$ cat config.mk
export PLATFORM = sky130hd
export DESIGN_NAME = dmem_arbiter
export DESIGN_NICKNAME = d
export VERILOG_FILES = /design/src/rtl/dmem_arbiter.sv
export SDC_FILE = /design/constraint.sdc
export NUM_CORES = 1
export LEC_CHECK = 0
export ABC_AREA = 1
export ABC_CLOCK_PERIOD_IN_PS = 2360
export BUFFER_PORTS_ARGS = -buffer_cell sky130_fd_sc_hd__buf_2
export CORE_AREA = 2 2 116 118
export CTS_BUF_LIST = sky130_fd_sc_hd__clkbuf_4
export DETAILED_ROUTE_END_ITERATION = 10
export DIE_AREA = 0 0 118 120
export GPL_TIMING_DRIVEN = 0
export HOLD_SLACK_MARGIN = 0.02
export PLACE_DENSITY = 0.63
export SETUP_SLACK_MARGIN = 0.02
export SLEW_MARGIN = 20
export SYNTH_ARGS = -nofsm -noshare
export SYNTH_HDL_FRONTEND = slang
export SYNTH_SLANG_ARGS = --single-unit
$ cat constraint.sdc
create_clock -name clk -period 2.36 [get_ports clk]
set_clock_uncertainty 0.1 [all_clocks]
set_input_delay 0.236 -clock clk [delete_from_list [all_inputs] [get_ports clk]]
set_output_delay 0.236 -clock clk [all_outputs]
set_load 0.02 [all_outputs]
$ cat src/rtl/dmem_arbiter.sv
// dmem_arbiter: two-port (CPU, loader) arbiter in front of a single data memory.
//
// Ports:
//   clk, rst_n                 clock, asynchronous active-low reset
//   cpu_req/we/byte/addr/wdata CPU request port; cpu_gnt, cpu_rvalid, cpu_rdata back
//   ldr_req/we/byte/lock/addr/wdata
//                              loader request port, ldr_lock holds a burst;
//                              ldr_gnt, ldr_rvalid, ldr_rdata back
//   mem_we/byteop/addr/wdata   to data memory, driven by the granted port
//   mem_rdata                  combinational read data from data memory
//
// Grant is combinational from the current requests and registered state.
// Read data is captured at the grant edge and presented with rvalid one
// cycle later. Addresses and data pass through untouched.
module dmem_arbiter #(
  parameter int ADDRESS_WIDTH = 32,
  parameter int DATA_WIDTH    = 32
) (
  input  logic                     clk,
  input  logic                     rst_n,
  input  logic                     cpu_req,
  input  logic                     cpu_we,
  input  logic                     cpu_byte,
  input  logic [ADDRESS_WIDTH-1:0] cpu_addr,
  input  logic [DATA_WIDTH-1:0]    cpu_wdata,
  output logic                     cpu_gnt,
  output logic                     cpu_rvalid,
  output logic [DATA_WIDTH-1:0]    cpu_rdata,
  input  logic                     ldr_req,
  input  logic                     ldr_we,
  input  logic                     ldr_byte,
  input  logic                     ldr_lock,
  input  logic [ADDRESS_WIDTH-1:0] ldr_addr,
  input  logic [DATA_WIDTH-1:0]    ldr_wdata,
  output logic                     ldr_gnt,
  output logic                     ldr_rvalid,
  output logic [DATA_WIDTH-1:0]    ldr_rdata,
  output logic                     mem_we,
  output logic                     mem_byteop,
  output logic [ADDRESS_WIDTH-1:0] mem_addr,
  output logic [DATA_WIDTH-1:0]    mem_wdata,
  input  logic [DATA_WIDTH-1:0]    mem_rdata
);

  typedef enum logic [1:0] {S_IDLE, S_RR, S_LOCK} state_e;

  state_e                  state_q;
  logic                    last_ldr_q;   // 1: loader was granted last, 0: CPU
  logic                    cpu_rvalid_q, ldr_rvalid_q;
  logic [DATA_WIDTH-1:0]   cpu_rdata_q,  ldr_rdata_q;

  // Grant decode. Gated by rst_n so grants (and hence mem_*) drop the
  // moment reset asserts, not at the next edge.
  always_comb begin
    cpu_gnt = 1'b0;
    ldr_gnt = 1'b0;
    if (rst_n) begin
      if (state_q == S_LOCK) begin
        ldr_gnt = ldr_req;
      end else if (cpu_req && ldr_req) begin
        cpu_gnt = last_ldr_q;
        ldr_gnt = !last_ldr_q;
      end else begin
        cpu_gnt = cpu_req;
        ldr_gnt = ldr_req;
      end
    end
  end

  always_comb begin
    mem_we     = 1'b0;
    mem_byteop = 1'b0;
    mem_addr   = '0;
    mem_wdata  = '0;
    if (cpu_gnt) begin
      mem_we     = cpu_we;
      mem_byteop = cpu_byte;
      mem_addr   = cpu_addr;
      mem_wdata  = cpu_wdata;
    end else if (ldr_gnt) begin
      mem_we     = ldr_we;
      mem_byteop = ldr_byte;
      mem_addr   = ldr_addr;
      mem_wdata  = ldr_wdata;
    end
  end

  always_ff @(posedge clk or negedge rst_n) begin
    if (!rst_n) begin
      state_q      <= S_IDLE;
      last_ldr_q   <= 1'b0;
      cpu_rvalid_q <= 1'b0;
      ldr_rvalid_q <= 1'b0;
      cpu_rdata_q  <= '0;
      ldr_rdata_q  <= '0;
    end else begin
      case (state_q)
        // A locked loader grant taken straight from IDLE still has to hold
        // the bus next cycle, so IDLE may enter LOCK directly.
        S_IDLE, S_RR: begin
          if (ldr_gnt && ldr_lock)     state_q <= S_LOCK;
          else if (cpu_req || ldr_req) state_q <= S_RR;
          else                         state_q <= S_IDLE;
        end
        // The cycle the lock drops is still a LOCK cycle; the CPU competes
        // again from the following cycle.
        S_LOCK: begin
          if (ldr_req && ldr_lock)     state_q <= S_LOCK;
          else if (cpu_req || ldr_req) state_q <= S_RR;
          else                         state_q <= S_IDLE;
        end
        default: state_q <= S_IDLE;
      endcase

      if (cpu_gnt || ldr_gnt) last_ldr_q <= ldr_gnt;

      cpu_rvalid_q <= cpu_gnt && !cpu_we;
      ldr_rvalid_q <= ldr_gnt && !ldr_we;
      if (cpu_gnt && !cpu_we) cpu_rdata_q <= mem_rdata;
      if (ldr_gnt && !ldr_we) ldr_rdata_q <= mem_rdata;
    end
  end

  assign cpu_rvalid = cpu_rvalid_q;
  assign ldr_rvalid = ldr_rvalid_q;
  assign cpu_rdata  = cpu_rdata_q;
  assign ldr_rdata  = ldr_rdata_q;

endmodule

==> impl_metrics.prom <==
# TYPE chip_impl_metric gauge
chip_impl_metric{name="synthesis.instances",unit=""} 537
chip_impl_metric{name="clock_tree.htree_level_count",unit=""} 3
chip_impl_metric{name="clk-insertion-delay-late",unit="ns"} 0.42
chip_impl_metric{name="via_count",unit=""} 5010
chip_impl_metric{name="cts_inserted_buffers",unit=""} 9
chip_impl_metric{name="global_route_wire_length_before_repair",unit="um"} 25980
chip_impl_metric{name="clock_path_buffers",unit=""} 2
chip_impl_metric{name="multi_input_comb_area",unit="mm^2"} 0.001787
chip_impl_metric{name="port-buffer-count",unit=""} 302
chip_impl_metric{name="post-route-period-util",unit="%"} 92.88
chip_impl_metric{name="grt_start_max_net_pins",unit=""} 49
chip_impl_metric{name="timing.fmax",unit="GHz"} 0.4562
chip_impl_metric{name="min_period",unit="ns"} 2.192
chip_impl_info{name="worstSetupStartpointType",value="register"} 1
chip_impl_info{name="hold_class",value="in -> reg"} 1
chip_impl_metric{name="detailedRoute.firstPassIterationCount",unit=""} 5
chip_impl_info{name="rsz_0062_raised_after_global_routing",value="false"} 1
chip_impl_metric{name="power-per-cell-area",unit="mW/mm^2"} 618.6
chip_impl_metric{name="gp_congestion",unit=""} 0.8904
chip_impl_metric{name="combinationalPowerShare",unit="%"} 43.5
chip_impl_metric{name="tightest_slew",unit="ns"} 0.4946
chip_impl_metric{name="tritoncts_num_sinks",unit=""} 69
chip_impl_metric{name="p_leak",unit="nW"} 3.819
chip_impl_info{name="status",value="completed"} 1
chip_impl_metric{name="number_of_antenna_violations_at_the_first_check_in_global_routing",unit=""} 3
chip_impl_metric{name="syn_to_final_growth",unit="%"} 58.71
chip_impl_metric{name="arrival",unit="ns"} 1.86
chip_impl_metric{name="antenna_left",unit=""} 0
chip_impl_metric{name="slew_headroom",unit="%"} 67.03
chip_impl_info{name="tritoncts",value="done"} 1
chip_impl_metric{name="detail_route.wirelength",unit="um"} 16740
chip_impl_info{name="synth.area.top_cells",value="sky130_fd_sc_hd__dfrtp_1, sky130_fd_sc_hd__nand2_1, sky130_fd_sc_hd__nand4_1"} 1
chip_impl_metric{name="timing.critical_path.required",unit="ns"} 2.02
chip_impl_metric{name="clk_pin_slew_worst_paths",unit="ns"} 0.10
chip_impl_metric{name="gr-total-overflow",unit=""} 0
chip_impl_metric{name="dp_hpwl",unit="um"} 12970
chip_impl_metric{name="ys_ff_latch",unit=""} 69
chip_impl_metric{name="irDropWorstVdd",unit="mV"} 0.1772
chip_impl_metric{name="setup_viol_count_final",unit=""} 0
chip_impl_metric{name="instances_no_fill",unit=""} 1077
chip_impl_metric{name="postSynthAreaPerCell",unit="um^2"} 7.489
chip_impl_metric{name="drt-vias-per-instance",unit=""} 4.652
chip_impl_metric{name="power.share.clock",unit="%"} 16.4
chip_impl_metric{name="drc",unit=""} 0
chip_impl_metric{name="synth.top_cell.area_share",unit="%"} 42.94
chip_impl_metric{name="total_switching_power",unit="W"} 0.001653
chip_impl_metric{name="detail_route.wl_per_cell",unit="um"} 15.54
chip_impl_metric{name="synth_nets",unit=""} 706
chip_impl_metric{name="seq_cell_area",unit="mm^2"} 0.001727
chip_impl_metric{name="max-cap-violations",unit=""} 0
chip_impl_metric{name="drt-initial-drc-count",unit=""} 305
chip_impl_metric{name="final.hold.worst_slack",unit="ns"} 0.06850
chip_impl_metric{name="slew_viol_final",unit=""} 0
chip_impl_metric{name="synth_seq_area_share",unit="%"} 42.94
chip_impl_metric{name="mappedNetlistArea",unit="mm^2"} 0.004021
chip_impl_metric{name="report.power.total",unit="W"} 0.003948
chip_impl_metric{name="seq_power_share",unit="%"} 40.0
chip_impl_metric{name="worstPathMaxFanout",unit=""} 10
chip_impl_info{name="synth_area_leader_cell",value="sky130_fd_sc_hd__dfrtp_1"} 1
chip_impl_info{name="clockRootBuffer",value="sky130_fd_sc_hd__clkbuf_4"} 1
chip_impl_metric{name="yosys.cell_types.count",unit=""} 18
chip_impl_metric{name="final_net_count",unit=""} 1064
chip_impl_info{name="timing_worst_setup_path_type",value="reg -> out"} 1
chip_impl_metric{name="floorplan.initialDensity",unit="%"} 30.98
chip_impl_metric{name="internal_power",unit="W"} 0.002295
chip_impl_metric{name="dieHeight",unit="um"} 120
chip_impl_metric{name="core",unit="mm^2"} 0.01298
chip_impl_metric{name="dp_cells",unit=""} 1016
chip_impl_metric{name="die-width",unit="um"} 118
chip_impl_metric{name="design.die.area",unit="mm^2"} 0.01416
chip_impl_metric{name="report.final.hold_viol_count",unit=""} 0
chip_impl_metric{name="synthesis.yosys.warnings",unit=""} 0
chip_impl_metric{name="switching_part_of_the_total_power",unit="%"} 41.87
chip_impl_info{name="critPathCaptureType",value="output pin"} 1
chip_impl_metric{name="layout_cells_sized_above_1",unit="%"} 43.72
chip_impl_metric{name="row_count",unit=""} 42
chip_impl_metric{name="grt_pass1_vias",unit=""} 5063
chip_impl_metric{name="nFillCells",unit=""} 1366
chip_impl_metric{name="top_level_ports",unit=""} 303
chip_impl_metric{name="track_usage",unit="%"} 23.38
## cell usage in the layout, fill, tap and decap left out, drive strengths merged
cell type and count:
a21oi 1, buf 333, clkbuf 34, clkinv 4, dfrtp 69, diode 2
dlygate4sd3 36, inv 77, nand2 142, nand3 69, nand4 65, nor2 1
o21ai 67, or2 1
## logic make-up after synthesis
logic type             synth area share, %
buffers and inverters                13.10
AOI/OAI and AO/OA                    11.54
DFF                                  42.94
and+or+nand+nor                      32.42
## cells in the mapped netlist, drive strengths merged
library cell,n
a21oi,1
nand3,69
inv,77
dfrtp,69
or2,1
nand4,65
clkbuf,20
nand2,141
buf,25
nor2,1
o21ai,67
clkinv,1
## worst max-delay path: stages (launching register included)
cell,delay (ns)
sky130_fd_sc_hd__dfrtp_1,0.45
sky130_fd_sc_hd__a21oi_4,0.17
sky130_fd_sc_hd__nand2_2,0.11
sky130_fd_sc_hd__clkbuf_2,0.22
sky130_fd_sc_hd__o21ai_0,0.26
sky130_fd_sc_hd__buf_2,0.22
## final cells by class
| type | instances | area share [%] |
|---|---|---|
| clock inverters | 3 | 0.2156 |
| flip-flops and latches | 69 | 27.05 |
| clock buffers | 12 | 1.411 |
| multi-input cells | 346 | 27.99 |
| inverters | 78 | 4.587 |
| diodes | 2 | 0.07842 |
| repair buffers | 346 | 31.35 |
| plain buffers | 45 | 3.862 |
| well taps | 176 | 3.450 |
## metal layers
| layer | routed length [um] | global-route usage (%) | up-vias |
|---|---|---|---|
| met2 | 8775 | 42.73 | 198 |
| met5 | 13 | 0 | - |
| li1 | - | - | 2502 |
| met1 | 6585 | 26.63 | 2280 |
| met4 | 386 | 7.681 | 2 |
| met3 | 978 | 5.846 | 28 |
## timing repair
action,in CTS,in global routing
gates cloned,0,1
setup buffers,1,2
gates resized for setup,7,9
hold buffers,39,1
endpoints found under the hold margin,134,21
pin swaps,1,1
setup endpoints to repair,59,64
## stage by stage
step           setup slack [ns]  util, %  cell area, um^2  TNS, ns
2_1_floorplan            0.6362        -             4021        0
3_3_place_gp             -1.102    44.32             5753   -93.19
3_5_place_dp            -0.1678    44.55             5783   -1.126
4_1_cts                 0.02031    48.82             6337        0
5_1_grt                 0.03426    49.15             6380        0
6_report                 0.1679    49.17             6382        0
## registers in the layout, summed over array words and instances, names as in the netlist
name and cells:
last_ldr_q 1, cpu_rvalid 1, ldr_rdata 32, ldr_rvalid 1
cpu_rdata 32, state_q 2
## power groups by stage
stage | clock [W] | sequential (W) | combinational, W
6_report | 0.000648 | 0.00158 | 0.00172
2_1_floorplan | 0 | 0.00191 | 0.000626
3_5_place_dp | 0 | 0.00160 | 0.00165
5_1_grt | 0.000722 | 0.00161 | 0.00188
4_1_cts | 0.000671 | 0.00158 | 0.00172
3_3_place_gp | 0 | 0.00160 | 0.00163
## path summary, 6_finish.rpt
check	startpoint	to	slack, ns	cells after the start
worst max-delay path	state_q[1]	mem_addr[22]	0.17	5
worst min-delay path	cpu_req	state_q[0]	0.07	4
worst max register to register	state_q[0]	ldr_rdata[2]	0.75	8
worst min register to register	cpu_rdata[18]	cpu_rdata[18]	0.37	2
max in group asynchronous	rst_n	last_ldr_q	1.32	5
min in group asynchronous	rst_n	ldr_rdata[24]	0.50	5
Power figures use the tool's default switching activity.
